===== config.mk =====
export PLATFORM = sky130hd
export DESIGN_NAME = mmio_console
export DESIGN_NICKNAME = d
export VERILOG_FILES = /design/src/rtl/mmio_pkg.sv /design/src/rtl/sync_fifo.sv /design/src/rtl/mmio_console.sv
export SDC_FILE = /design/constraint.sdc
export NUM_CORES = 1
export LEC_CHECK = 0
export CORE_MARGIN = 2
export CORE_UTILIZATION = 31
export CTS_BUF_LIST = sky130_fd_sc_hd__clkbuf_8
export CTS_CLUSTER_DIAMETER = 60
export DETAILED_ROUTE_END_ITERATION = 6
export PLACE_DENSITY_LB_ADDON = 0.3
export SYNTH_ARGS = -nofsm -noshare
export SYNTH_HDL_FRONTEND = slang
export SYNTH_SLANG_ARGS = --single-unit
export TNS_END_PERCENT = 100

===== constraint.sdc =====
create_clock -name clk_i -period 5.7 [get_ports clk_i]
set_input_delay 1.14 -clock clk_i [delete_from_list [all_inputs] [get_ports clk_i]]
set_output_delay 1.14 -clock clk_i [all_outputs]
set_load 0.05 [all_outputs]

===== src/rtl/mmio_pkg.sv =====
// Shared constants and types for the memory-mapped console / halt port.
package mmio_pkg;

  localparam logic [31:0] DEFAULT_CONSOLE_ADR = 32'h0000_FFF0;
  localparam logic [31:0] DEFAULT_HALT_ADR    = 32'h0000_FFF4;

  // 8N1 framing
  localparam int unsigned UART_DATA_BITS = 8;
  localparam int unsigned UART_STOP_BITS = 1;

  typedef enum logic [1:0] {
    ST_IDLE  = 2'd0,
    ST_START = 2'd1,
    ST_DATA  = 2'd2,
    ST_STOP  = 2'd3
  } tx_state_t;

endpackage


===== src/rtl/sync_fifo.sv =====
// Synchronous FIFO with wrap-bit pointers; a push into a full FIFO is taken
// only when a pop happens on the same edge.
module sync_fifo #(
  parameter int unsigned WIDTH = 8,
  parameter int unsigned DEPTH = 16
) (
  input  logic                     clk_i,
  input  logic                     reset_i,
  input  logic                     push_i,
  input  logic                     pop_i,
  input  logic [WIDTH-1:0]         data_i,
  output logic [WIDTH-1:0]         data_c,
  output logic                     full_c,
  output logic                     empty_c,
  output logic [$clog2(DEPTH):0]   count_c
);

  localparam int unsigned AW = $clog2(DEPTH);

  logic [WIDTH-1:0] mem [DEPTH];
  logic [AW:0]      wr_ptr;
  logic [AW:0]      rd_ptr;
  logic             do_push;
  logic             do_pop;

  assign empty_c = (wr_ptr == rd_ptr);
  assign full_c  = (wr_ptr[AW] != rd_ptr[AW]) && (wr_ptr[AW-1:0] == rd_ptr[AW-1:0]);
  assign count_c = wr_ptr - rd_ptr;
  assign data_c  = mem[rd_ptr[AW-1:0]];
  assign do_pop  = pop_i && !empty_c;
  assign do_push = push_i && (!full_c || do_pop);

  // Pointer update; pointers wrap naturally through the extra MSB
  always_ff @(posedge clk_i) begin
    if (reset_i) begin
      wr_ptr <= '0;
      rd_ptr <= '0;
    end else begin
      if (do_push) wr_ptr <= wr_ptr + (AW+1)'(1);
      if (do_pop)  rd_ptr <= rd_ptr + (AW+1)'(1);
    end
  end

  // Storage write; read side is a combinational look-up at rd_ptr
  always_ff @(posedge clk_i) begin
    if (do_push) mem[wr_ptr[AW-1:0]] <= data_i;
  end

endmodule


===== src/rtl/mmio_console.sv =====
// Console/halt port snooping the CPU store bus: console bytes go through a
// FIFO into an 8N1 UART transmitter, halt stores latch a sticky exit code.
module mmio_console
  import mmio_pkg::*;
#(
  parameter logic [31:0] CONSOLE_ADR  = DEFAULT_CONSOLE_ADR,
  parameter logic [31:0] HALT_ADR     = DEFAULT_HALT_ADR,
  parameter int unsigned CLKS_PER_BIT = 868,
  parameter int unsigned FIFO_DEPTH   = 16
) (
  input  logic        clk_i,
  input  logic        reset_i,
  input  logic        mem_write_i,
  input  logic [31:0] data_adr_i32,
  input  logic [31:0] write_data_i32,
  output logic        tx_o,
  output logic        busy_o,
  output logic        overflow_o,
  output logic        halt_o,
  output logic [7:0]  halt_code_o8
);

  localparam int unsigned CW = $clog2(CLKS_PER_BIT);
  localparam int unsigned IW = $clog2(UART_DATA_BITS);
  localparam int unsigned AW = $clog2(FIFO_DEPTH);

  tx_state_t                 state, state_n;
  logic [UART_DATA_BITS-1:0] shift, shift_n;
  logic [CW-1:0]             bit_cnt, cnt_n;
  logic [IW-1:0]             bit_idx, idx_n;
  logic                      tx_n;
  logic                      busy_n;
  logic                      last_tick;

  logic                      console_hit;
  logic                      halt_hit;
  logic                      pop;
  logic                      push_ok;
  logic                      fifo_full;
  logic                      fifo_empty;
  logic [AW:0]               fifo_count;
  logic [AW:0]               count_next;
  logic [UART_DATA_BITS-1:0] fifo_data;
  logic                      unused_data;

  assign console_hit = mem_write_i && (data_adr_i32 == CONSOLE_ADR);
  assign halt_hit    = mem_write_i && (data_adr_i32 == HALT_ADR);
  assign pop         = (state == ST_IDLE) && !fifo_empty;
  assign push_ok     = console_hit && (!fifo_full || pop);
  assign count_next  = fifo_count + (AW+1)'(push_ok) - (AW+1)'(pop);
  assign last_tick   = (bit_cnt == CW'(CLKS_PER_BIT - 1));
  assign unused_data = ^write_data_i32[31:8];

  sync_fifo #(
    .WIDTH (UART_DATA_BITS),
    .DEPTH (FIFO_DEPTH)
  ) u_fifo (
    .clk_i   (clk_i),
    .reset_i (reset_i),
    .push_i  (push_ok),
    .pop_i   (pop),
    .data_i  (write_data_i32[UART_DATA_BITS-1:0]),
    .data_c  (fifo_data),
    .full_c  (fifo_full),
    .empty_c (fifo_empty),
    .count_c (fifo_count)
  );

  // TX state and registered line/busy outputs
  always_ff @(posedge clk_i) begin
    if (reset_i) begin
      state   <= ST_IDLE;
      shift   <= '0;
      bit_cnt <= '0;
      bit_idx <= '0;
      tx_o    <= 1'b1;
      busy_o  <= 1'b0;
    end else begin
      state   <= state_n;
      shift   <= shift_n;
      bit_cnt <= cnt_n;
      bit_idx <= idx_n;
      tx_o    <= tx_n;
      busy_o  <= busy_n;
    end
  end

  // Next-state logic; tx_n is the line level for the cycle after the edge
  always_comb begin
    state_n = state;
    shift_n = shift;
    cnt_n   = bit_cnt;
    idx_n   = bit_idx;
    tx_n    = tx_o;
    case (state)
      ST_IDLE: begin
        tx_n = 1'b1;
        if (!fifo_empty) begin
          shift_n = fifo_data;
          cnt_n   = '0;
          idx_n   = '0;
          tx_n    = 1'b0;
          state_n = ST_START;
        end
      end
      ST_START: begin
        if (last_tick) begin
          cnt_n   = '0;
          tx_n    = shift[0];
          state_n = ST_DATA;
        end else begin
          cnt_n = bit_cnt + CW'(1);
        end
      end
      ST_DATA: begin
        if (last_tick) begin
          cnt_n = '0;
          if (bit_idx == IW'(UART_DATA_BITS - 1)) begin
            idx_n   = '0;
            tx_n    = 1'b1;
            state_n = ST_STOP;
          end else begin
            idx_n   = bit_idx + IW'(1);
            shift_n = {1'b0, shift[UART_DATA_BITS-1:1]};
            tx_n    = shift_n[0];
          end
        end else begin
          cnt_n = bit_cnt + CW'(1);
        end
      end
      ST_STOP: begin
        tx_n = 1'b1;
        if (last_tick) begin
          cnt_n = '0;
          if (bit_idx == IW'(UART_STOP_BITS - 1)) begin
            state_n = ST_IDLE;
          end else begin
            idx_n = bit_idx + IW'(1);
          end
        end else begin
          cnt_n = bit_cnt + CW'(1);
        end
      end
      default: begin
        tx_n    = 1'b1;
        state_n = ST_IDLE;
      end
    endcase
    busy_n = (count_next != '0) || (state_n != ST_IDLE);
  end

  // Sticky overflow and halt flags; only the first halt store sets the code
  always_ff @(posedge clk_i) begin
    if (reset_i) begin
      overflow_o   <= 1'b0;
      halt_o       <= 1'b0;
      halt_code_o8 <= 8'h00;
    end else begin
      if (console_hit && fifo_full && !pop) overflow_o <= 1'b1;
      if (halt_hit) begin
        halt_o <= 1'b1;
        if (!halt_o) halt_code_o8 <= write_data_i32[7:0];
      end
    end
  end

endmodule


After elaboration in Yosys (flattened, before gate mapping)
Memory sizes are Yosys's and may differ from the RTL's. A register that Yosys moved wholly into a read port is not among the register bits.
Index checks and enable logic that the tools add are counted.
{ "word_totals": {"regBits": 45, "ram_bits": 128, "in_bits": 67, "out_inout_bits": 12, "elab_cells": 91, "n_memories": 1} }
{ "op_classes": {"add_sub_neg": 7, "n_eq_ne": 16, "mux": 29, "bitwise": 1, "reduce_logical": 26} }
{ "mem_list": {"columns": ["memory", "words", "width", "rd", "rd_ports_with_merged_regs", "wr", "line", "rtl"], "rows": [
  ["u_fifo.mem", 16, 8, 1, 1, 1, "sync_fifo.sv:20", "logic [WIDTH-1:0] mem [DEPTH];"]
]} }
{ "ops": {"columns": ["cell", "count"], "rows": [
  ["$eq A32 B16 Y1 const B", 2],
  ["$mux W8", 3],
  ["$mux W10", 2],
  ["$pmux W10 S2", 1],
  ["$pmux W8 S2", 1],
  ["$mux W3", 5],
  ["$mux W2", 6],
  ["$ne A2 B2 Y1 const B", 6],
  ["$add A10 B1 Y10 const B", 1],
  ["$add A5 B1 Y5 const B", 2],
  ["$eq A10 B10 Y1 const B", 1],
  ["$logic_and A1 B1 Y1", 9],
  ["$pmux W3 S3", 1],
  ["$mux W4", 2],
  ["$pmux W2 S4", 1],
  ["$mux W1", 6],
  ["$add A5 B1 Y5", 1],
  ["$eq A5 B5 Y1", 1],
  ["$reduce_and A5 Y1", 1],
  ["$reduce_bool A5 Y1", 1],
  ["$sub A5 B1 Y5", 1],
  ["$sub A5 B5 Y5", 1],
  ["$eq A2 B2 Y1 const B", 2],
  ["$eq A4 B4 Y1", 1],
  ["other kinds (15)", 21]
]} }

Depth between registers and ports, before layout
Gate-level depths: netlist (run 1).
{ "depth": {"word_depth": 9, "mapped_depth": 15, "ltp_nobuf": 13} }

Cells and area by module
From an unflattened synthesis (run 1), not the netlist that was laid out.
{ "hier_totals": {"hier_cells": 534, "hier_area_um2": 7747.4} }
{ "by_module_without_submodules": {"columns": ["mod", "instances", "cells_per_inst", "area_per_inst_um2", "seq_area_each_um2"], "rows": [
  ["sync_fifo", 1, 298, 5662.9, 4124.0],
  ["mmio_console", 1, 236, 2084.5, 700.7]
]} }

Worst setup path before layout (run 1)
No wires, ideal clock.
{ "synth_path": {"path_kind": "input -> register", "startpoint": "in data_adr_i32[1]", "endpoint": "reg busy_o", "setup_time_ns": 0.139, "arrival_ns": 4.679, "required_ns": 5.561, "slack_ns": 0.882, "cell_stages": 12, "n_path_buf": 2, "path_cell_list": "or4b_1 or4_4 or3_1 buf_6 nor2_1 buf_2 fa_1 fa_1 ha_1 fa_1 nor4_1 a41oi_1"} }
{ "synth_between": {"elab_chain_len": 7} }
{ "synth_lines": {"columns": ["element", "line", "rtl"], "rows": [
  ["from (decl)", "mmio_console.sv:14", "input logic [31:0] data_adr_i32,"],
  ["$eq A32 B16 Y1", "mmio_console.sv:46", "assign console_hit = mem_write_i && (data_adr_i32 == CONSOLE_ADR);"],
  ["$logic_and A1 B1 Y1", "mmio_console.sv:46", null],
  ["$logic_and A1 B1 Y1", "mmio_console.sv:49", "assign push_ok = console_hit && (!fifo_full || pop);"],
  ["$add A5 B1 Y5", "mmio_console.sv:50", "assign count_next = fifo_count + (AW+1)'(push_ok) - (AW+1)'(pop);"],
  ["$sub A5 B1 Y5", "mmio_console.sv:50", null],
  ["$reduce_bool A5 Y1", "mmio_console.sv:149", "busy_n = (count_next != '0) || (state_n != ST_IDLE);"],
  ["$logic_or A1 B1 Y1", "mmio_console.sv:149", null],
  ["to (signal assigned)", "mmio_console.sv:84", "busy_o <= busy_n;"],
  ["to (decl)", "mmio_console.sv:17", "output logic busy_o,"]
]} }
Every way passes these cells.
A chain may end at the register's enable or synchronous reset.

Worst setup path after layout (run 1)
Ends and elaborated chain as after synthesis.

==> results of run 1 <==
==> cell usage after synthesis (7+ instances only) <==
cell and count:
edfxtp_1 128, dfxtp_1 49, nor2_1 41, mux4_2 32, nand2_1 20, mux2i_1 19, and3_1 17, ha_1 17
clkbuf_1 16, inv_1 15, a21oi_1 14, mux2_2 8, nand3_1 8, nand4_1 8, nor4_1 7, xor2_1 7
==> layer usage <==
metal	share of wire (%)	GRT usage, %	vias up
met5	0	0	-
met4	1.0	3.80	0
met3	4.2	3.07	14
met2	51	22.3	96
met1	44	16.5	2223
li1	-	-	2053
==> flip-flops by register name, summed over array words and instances (netlist names), named ones only <==
register,flops
tx_o,1
u_fifo.mem,128
state,2
halt_code_o8,8
bit_idx,3
u_fifo.rd_ptr,5
shift,8
overflow_o,1
halt_o,1
u_fifo.wr_ptr,5
bit_cnt,10
busy_o,1
==> worst max-delay path: cells and delay by family <==
kind,cells,cell delay (ns)
adders and majority gates,4,1.33
buffers and inverters,1,0.39
and+or+nand+nor,5,2.08
AOI/OAI and AO/OA,1,0.15
==> how the worst max path moves through the flow <==
| stage | startpoint | endpoint | slack [ns] | cells past startpoint |
|---|---|---|---|---|
| floorplan | data_adr_i32[1] | busy_o | 0.88 | 12 |
| global placement | data_adr_i32[1] | busy_o | 0.45 | 11 |
| detailed placement | data_adr_i32[1] | busy_o | 0.37 | 11 |
| CTS | data_adr_i32[1] | busy_o | 0.91 | 11 |
| global route | data_adr_i32[8] | busy_o | 0.67 | 12 |
| finish | data_adr_i32[1] | busy_o | 0.91 | 11 |
==> logic make-up after synthesis <==
kind of cell	Yosys count
simple gates	140
mux	59
compound gates	52
fa+ha+maj	20
flops	177
buf+inv	39
xor+xnor	11
==> final cells by class <==
type / instances / area share (%)
clock inverter: 15 / 1.84
multi-input combinational: 282 / 28.5
inverter: 15 / 0.642
sequential: 177 / 55.0
clock buffer: 17 / 2.67
timing repair buffer: 62 / 6.79
tap: 319 / 4.55
==> report_power, final <==
part           internal (mW)  switching (mW)
Combinational          0.260           0.272
Clock                  0.395           0.461
Sequential              1.41          0.0260
Total                   2.07           0.759
==> stage by stage <==
stage / util, % / worst slack [ns] / hold WS (ns) / std cells / total power, mW
4_1_cts: 37.2 / 0.912 / 0.479 / 887 / 2.86
5_1_grt: 37.2 / 0.667 / 0.506 / 887 / 2.98
6_report: 37.2 / 0.908 / 0.476 / 887 / 2.83
3_5_place_dp: 35.6 / 0.367 / 0.467 / 855 / 2.01
2_1_floorplan: - / 0.882 / 0.442 / 498 / 1.86
3_3_place_gp: 35.6 / 0.445 / 0.459 / 855 / 2.00
==> flow_metrics.py, run 1 <==
metrics = {
    "grt": {
        "grt_antenna_before_repair": 0,
        "grt_start_max_net_pins": 52,
        "grt_util_all_layers_pct": 13.0,
        "grt_pass1_wl_um": 25500,
        "gr-total-overflow": 0,
        "grt_pass1_vias": 4595,
    },
    "cells_and_area": {
        "final_common_cell": "edfxtp_1",
        "nFillCells": 2279,
        "area_growth_pct": 17.4,
        "stdcell_area_mm2": 0.00877,
        "nNetsFinal": 642,
        "drive_above_1_share_pct": 15.1,
        "ff_latch_area_mm2": 0.00483,
        "antennaDiodeCount": 0,
        "multi_input_area_mm2": 0.00250,
        "final_cell_mix": "edfxtp_1 (128), clkdlybuf4s50_1 (53), dfxtp_1 (48), nor2_1 (41), mux4_2 (32)",
    },
    "logic_synthesis": {
        "synth-seq-area-share_pct": 64.6,
        "ys_ff_latch": 177,
        "synth_top_family_by_area": "multiplexers",
        "ys.flop_type": "edfxtp_1",
        "yosysTopAreaCellShare_pct": 51.4,
        "synth_cells": 498,
        "synthMuxAreaShare_pct": 13.4,
        "synth_area_leaders": "edfxtp_1 (51%), dfxtp_1 (13%), mux4_2 (9.6%)",
        "yosysUniqueCellTypes": 53,
        "synthArstFlopShare_pct": 0,
        "synth-adder-area-share_pct": 3.65,
        "yosysWarnings": 0,
        "synth-simple-area-share_pct": 10.1,
        "syn_area_per_cell_um2": 15.0,
        "synth-xor-area-share_pct": 1.29,
        "synth_edf_count": 128,
        "yosysTopAreaCell": "edfxtp_1",
        "synth_nets": 585,
        "netlist_area_mm2": 0.00747,
        "synth_compound_area_share_pct": 4.91,
    },
    "timing": {
        "max_freq_mhz": 209,
        "post-route-period-util_pct": 84.1,
        "rsz0062_at_grt": "false",
        "tightestPinTransition_ns": 0.903,
        "timing.slew.headroom_pct": 39.8,
        "slew_violations": 0,
        "skew_ns": 0.0121,
        "hold_viol_final": 0,
        "fin_tns_setup_ns": 0,
        "setup_viol": 0,
        "period_needed_ns": 4.79,
    },
    "placement": {
        "io_buffers": 54,
        "dp_hpwl_um": 10800,
        "place_area_mm2": 0.00837,
        "gp_congestion": 0.808,
    },
    "floorplanning": {
        "row_count": 56,
        "dieArea_mm2": 0.0254,
        "die_x_um": 159,
        "ios": 79,
        "die_h_um": 159,
        "start_util_pct": 31.7,
        "core_mm2": 0.0235,
    },
    "critical_path": {
        "startpoint_type": "input pin",
        "endpoint_kind": "flip-flop",
        "rrSetupSlack_ns": 1.65,
        "critical_path_arrival_ns": 5.09,
        "r2r_start": "u_fifo.wr_ptr[2]",
        "r2r-end": "busy_o",
        "cp_common_cell": "fa_1",
        "slowest_delay_ns": 0.53,
        "critical_path.max_fanout": 10,
        "cp_cell_sequence": "clkdlybuf4s50_1 -> or4b_1 -> or4_4 -> or3_1 -> nor2_1 -> fa_1 -> fa_1 -> ha_1 -> fa_1 -> nor4_1 -> a41oi_1",
        "reg2regPathDepth": 12,
        "crit_slowest_cell": "or4b_1",
        "worstSetupPathType": "input pin to flip-flop",
        "crit_required_ns": 5.99,
    },
    "clock_network": {
        "cts_buffer_depth": 2,
        "clk_latency_ns": 0.46,
        "numCtsBuffers": 17,
        "cts_setup_buffers": 0,
        "clockRootBuffer": "clkbuf_8",
        "ctsResizeCount": 0,
        "htreeDepth": 4,
        "cts_tree": "done",
        "cts.sinks": 177,
        "path_clk_slew_ns": 0.09,
        "cts_hold_buf": 0,
    },
    "drt": {
        "vias": 4386,
        "postRouteAntennaNets": 0,
        "detail_route.wl_per_cell_um": 17.9,
        "vias_per_cell": 4.94,
        "first_iter_violations": 207,
        "drc": 0,
        "drt_pass1_iterations": 5,
        "postRouteWirelength_um": 15900,
    },
    "run_status": {
        "status": "finished clean",
    },
    "worst_hold_path": {
        "hold_class": "flip-flop to flip-flop",
        "hold_end": "bit_cnt[1]",
        "worstHoldStart": "bit_cnt[1]",
        "hold_path_depth": 2,
    },
    "pwr": {
        "p_leak_nw": 2.84,
        "max-vdd-ir-drop_mv": 0.210,
        "p_per_area_mw_per_mm2": 322,
    },
    "flow_run": {
        "maxCapViolations": 0,
    },
}
No activity file was read; power rests on OpenSTA's default activity.
==> run 2: changes to the inputs <==
- clock period: 5.7 -> 4.9 ns (I/O delays scaled with it)
==> flow_metrics.py, run 2 (synthesis results as in run 1) <==
metrics = {
    "timing": {
        "setup_viol": 0,
        "timing.slew.headroom_pct": 38.3,
        "rsz0062_at_grt": "false",
        "tightestPinTransition_ns": 0.926,
        "max_freq_mhz": 229,
        "skew_ns": 0.0134,
        "slew_violations": 0,
        "period_needed_ns": 4.37,
        "hold_viol_final": 0,
        "post-route-period-util_pct": 89.3,
    },
    "placement": {
        "place_area_mm2": 0.00838,
        "dp_hpwl_um": 11000,
        "io_buffers": 54,
        "dp_cells": 856,
        "gp_congestion": 0.792,
    },
    "floorplanning": {
        "die_x_um": 159,
        "core_mm2": 0.0235,
        "die_h_um": 159,
        "dieArea_mm2": 0.0254,
        "start_util_pct": 31.7,
        "row_count": 56,
        "ios": 79,
    },
    "grt": {
        "grt_antenna_before_repair": 0,
        "grt_start_max_net_pins": 52,
        "grt_pass1_vias": 4584,
        "grt_util_all_layers_pct": 13.4,
        "gr-total-overflow": 0,
        "grt_pass1_wl_um": 25800,
    },
    "worst_hold_path": {
        "hold_class": "flip-flop to flip-flop",
        "hold_path_depth": 2,
    },
    "pwr": {
        "max-vdd-ir-drop_mv": 0.227,
        "p_leak_nw": 2.83,
        "p_per_area_mw_per_mm2": 369,
        "power_mw": 3.22,
    },
    "critical_path": {
        "reg2regPathDepth": 11,
        "critical_path_arrival_ns": 4.67,
        "cp_common_cell": "fa_1",
        "cp_cell_sequence": "clkdlybuf4s50_1 -> or4b_1 -> or4_4 -> or3_1 -> nor2_1 -> fa_1 -> fa_1 -> ha_1 -> fa_1 -> nor4_1 -> a41oi_1",
        "crit_slowest_cell": "or4b_1",
        "worstSetupPathType": "input pin to flip-flop",
        "slowest_delay_ns": 0.52,
        "rrSetupSlack_ns": 0.77,
        "path_depth": 11,
        "critical_path.top_delay_family": "simple AND/OR/NAND/NOR gates",
        "crit_required_ns": 5.20,
        "critical_path.max_fanout": 2,
        "startpoint_type": "input pin",
        "cp.buffers_inverters": 1,
        "endpoint_kind": "flip-flop",
    },
    "clock_network": {
        "ctsResizeCount": 0,
        "numCtsBuffers": 17,
        "cts_buffer_depth": 2,
        "cts_hold_buf": 0,
        "htreeDepth": 4,
        "cts_setup_buffers": 0,
        "clk_latency_ns": 0.47,
        "cts.sinks": 177,
        "clockRootBuffer": "clkbuf_8",
        "path_clk_slew_ns": 0.09,
        "cts_tree": "done",
    },
    "drt": {
        "vias": 4400,
        "postRouteAntennaNets": 0,
        "detail_route.wl_per_cell_um": 18.4,
        "drc": 0,
        "drt_pass1_iterations": 5,
        "first_iter_violations": 228,
        "vias_per_cell": 4.95,
        "postRouteWirelength_um": 16300,
    },
    "flow_run": {
        "maxCapViolations": 0,
    },
    "cells_and_area": {
        "layout.cells.non_filler": 888,
        "final_cell_mix": "edfxtp_1 (128), clkdlybuf4s50_1 (53), dfxtp_1 (48), nor2_1 (41), mux4_2 (32)",
        "antennaDiodeCount": 0,
        "area_growth_pct": 16.9,
        "final_common_cell": "edfxtp_1",
        "nNetsFinal": 643,
        "stdcell_area_mm2": 0.00874,
        "drive_above_1_share_pct": 14.9,
        "largest_register_ffs": 128,
        "fin_util_pct": 37.1,
    },
    "run_status": {
        "status": "finished clean",
    },
}
## run 2: cell types whose count changed in the layout (fill, tap and decap cells not counted)
cell and delta:
clkinv_2 +2, bufinv_16 -1, clkinvlp_4 -2, buf_4 +1, inv_8 -1, inv_1 +1, clkinv_1 +1
## run 2: power breakdown
part | internal (mW) | switching, mW
clock network | 0.400 | 0.532
registers | 1.64 | 0.0559
logic | 0.298 | 0.291
## run 2: stage by stage
step / hold WS, ns / setup WS, ns / setup TNS (ns)
2_1_floorplan: 0.442 / 0.242 / 0
3_3_place_gp: 0.459 / 0.0241 / 0
3_5_place_dp: 0.464 / -0.0395 / -0.0395
4_1_cts: 0.481 / 0.466 / 0
5_1_grt: 0.504 / 0.359 / 0
6_report: 0.476 / 0.526 / 0
## run 2: tightest hold or removal path, cell delays in order, from the launching register on
cell	delay, ns
dfxtp_1	0.33
nand2_1	0.06
a21oi_1	0.05
## run 2: final timing paths
path | start | endpoint
max | data_adr_i32[1] | busy_o
min | bit_cnt[1] | bit_cnt[1]
max reg2reg | u_fifo.wr_ptr[2] | busy_o
min reg2reg | bit_cnt[1] | bit_cnt[1]
## run 2: final cells by class
class,count,area (µm²)
Timing Repair Buffer,63,603
Sequential cell,177,4830
Clock buffer,17,234
Multi-Input combinational cell,282,2500
Clock inverter,15,123
Fill cell,2270,14800
Tap cell,319,399
Inverter,15,56.3
## run 2: per-layer routing
metal	wire length (µm)	vias up	global-route usage, %
met4	169	0	4.75
met5	0	-	0
met2	8310	108	22.7
li1	-	2047	-
met3	691	19	2.84
met1	7140	2226	17.0
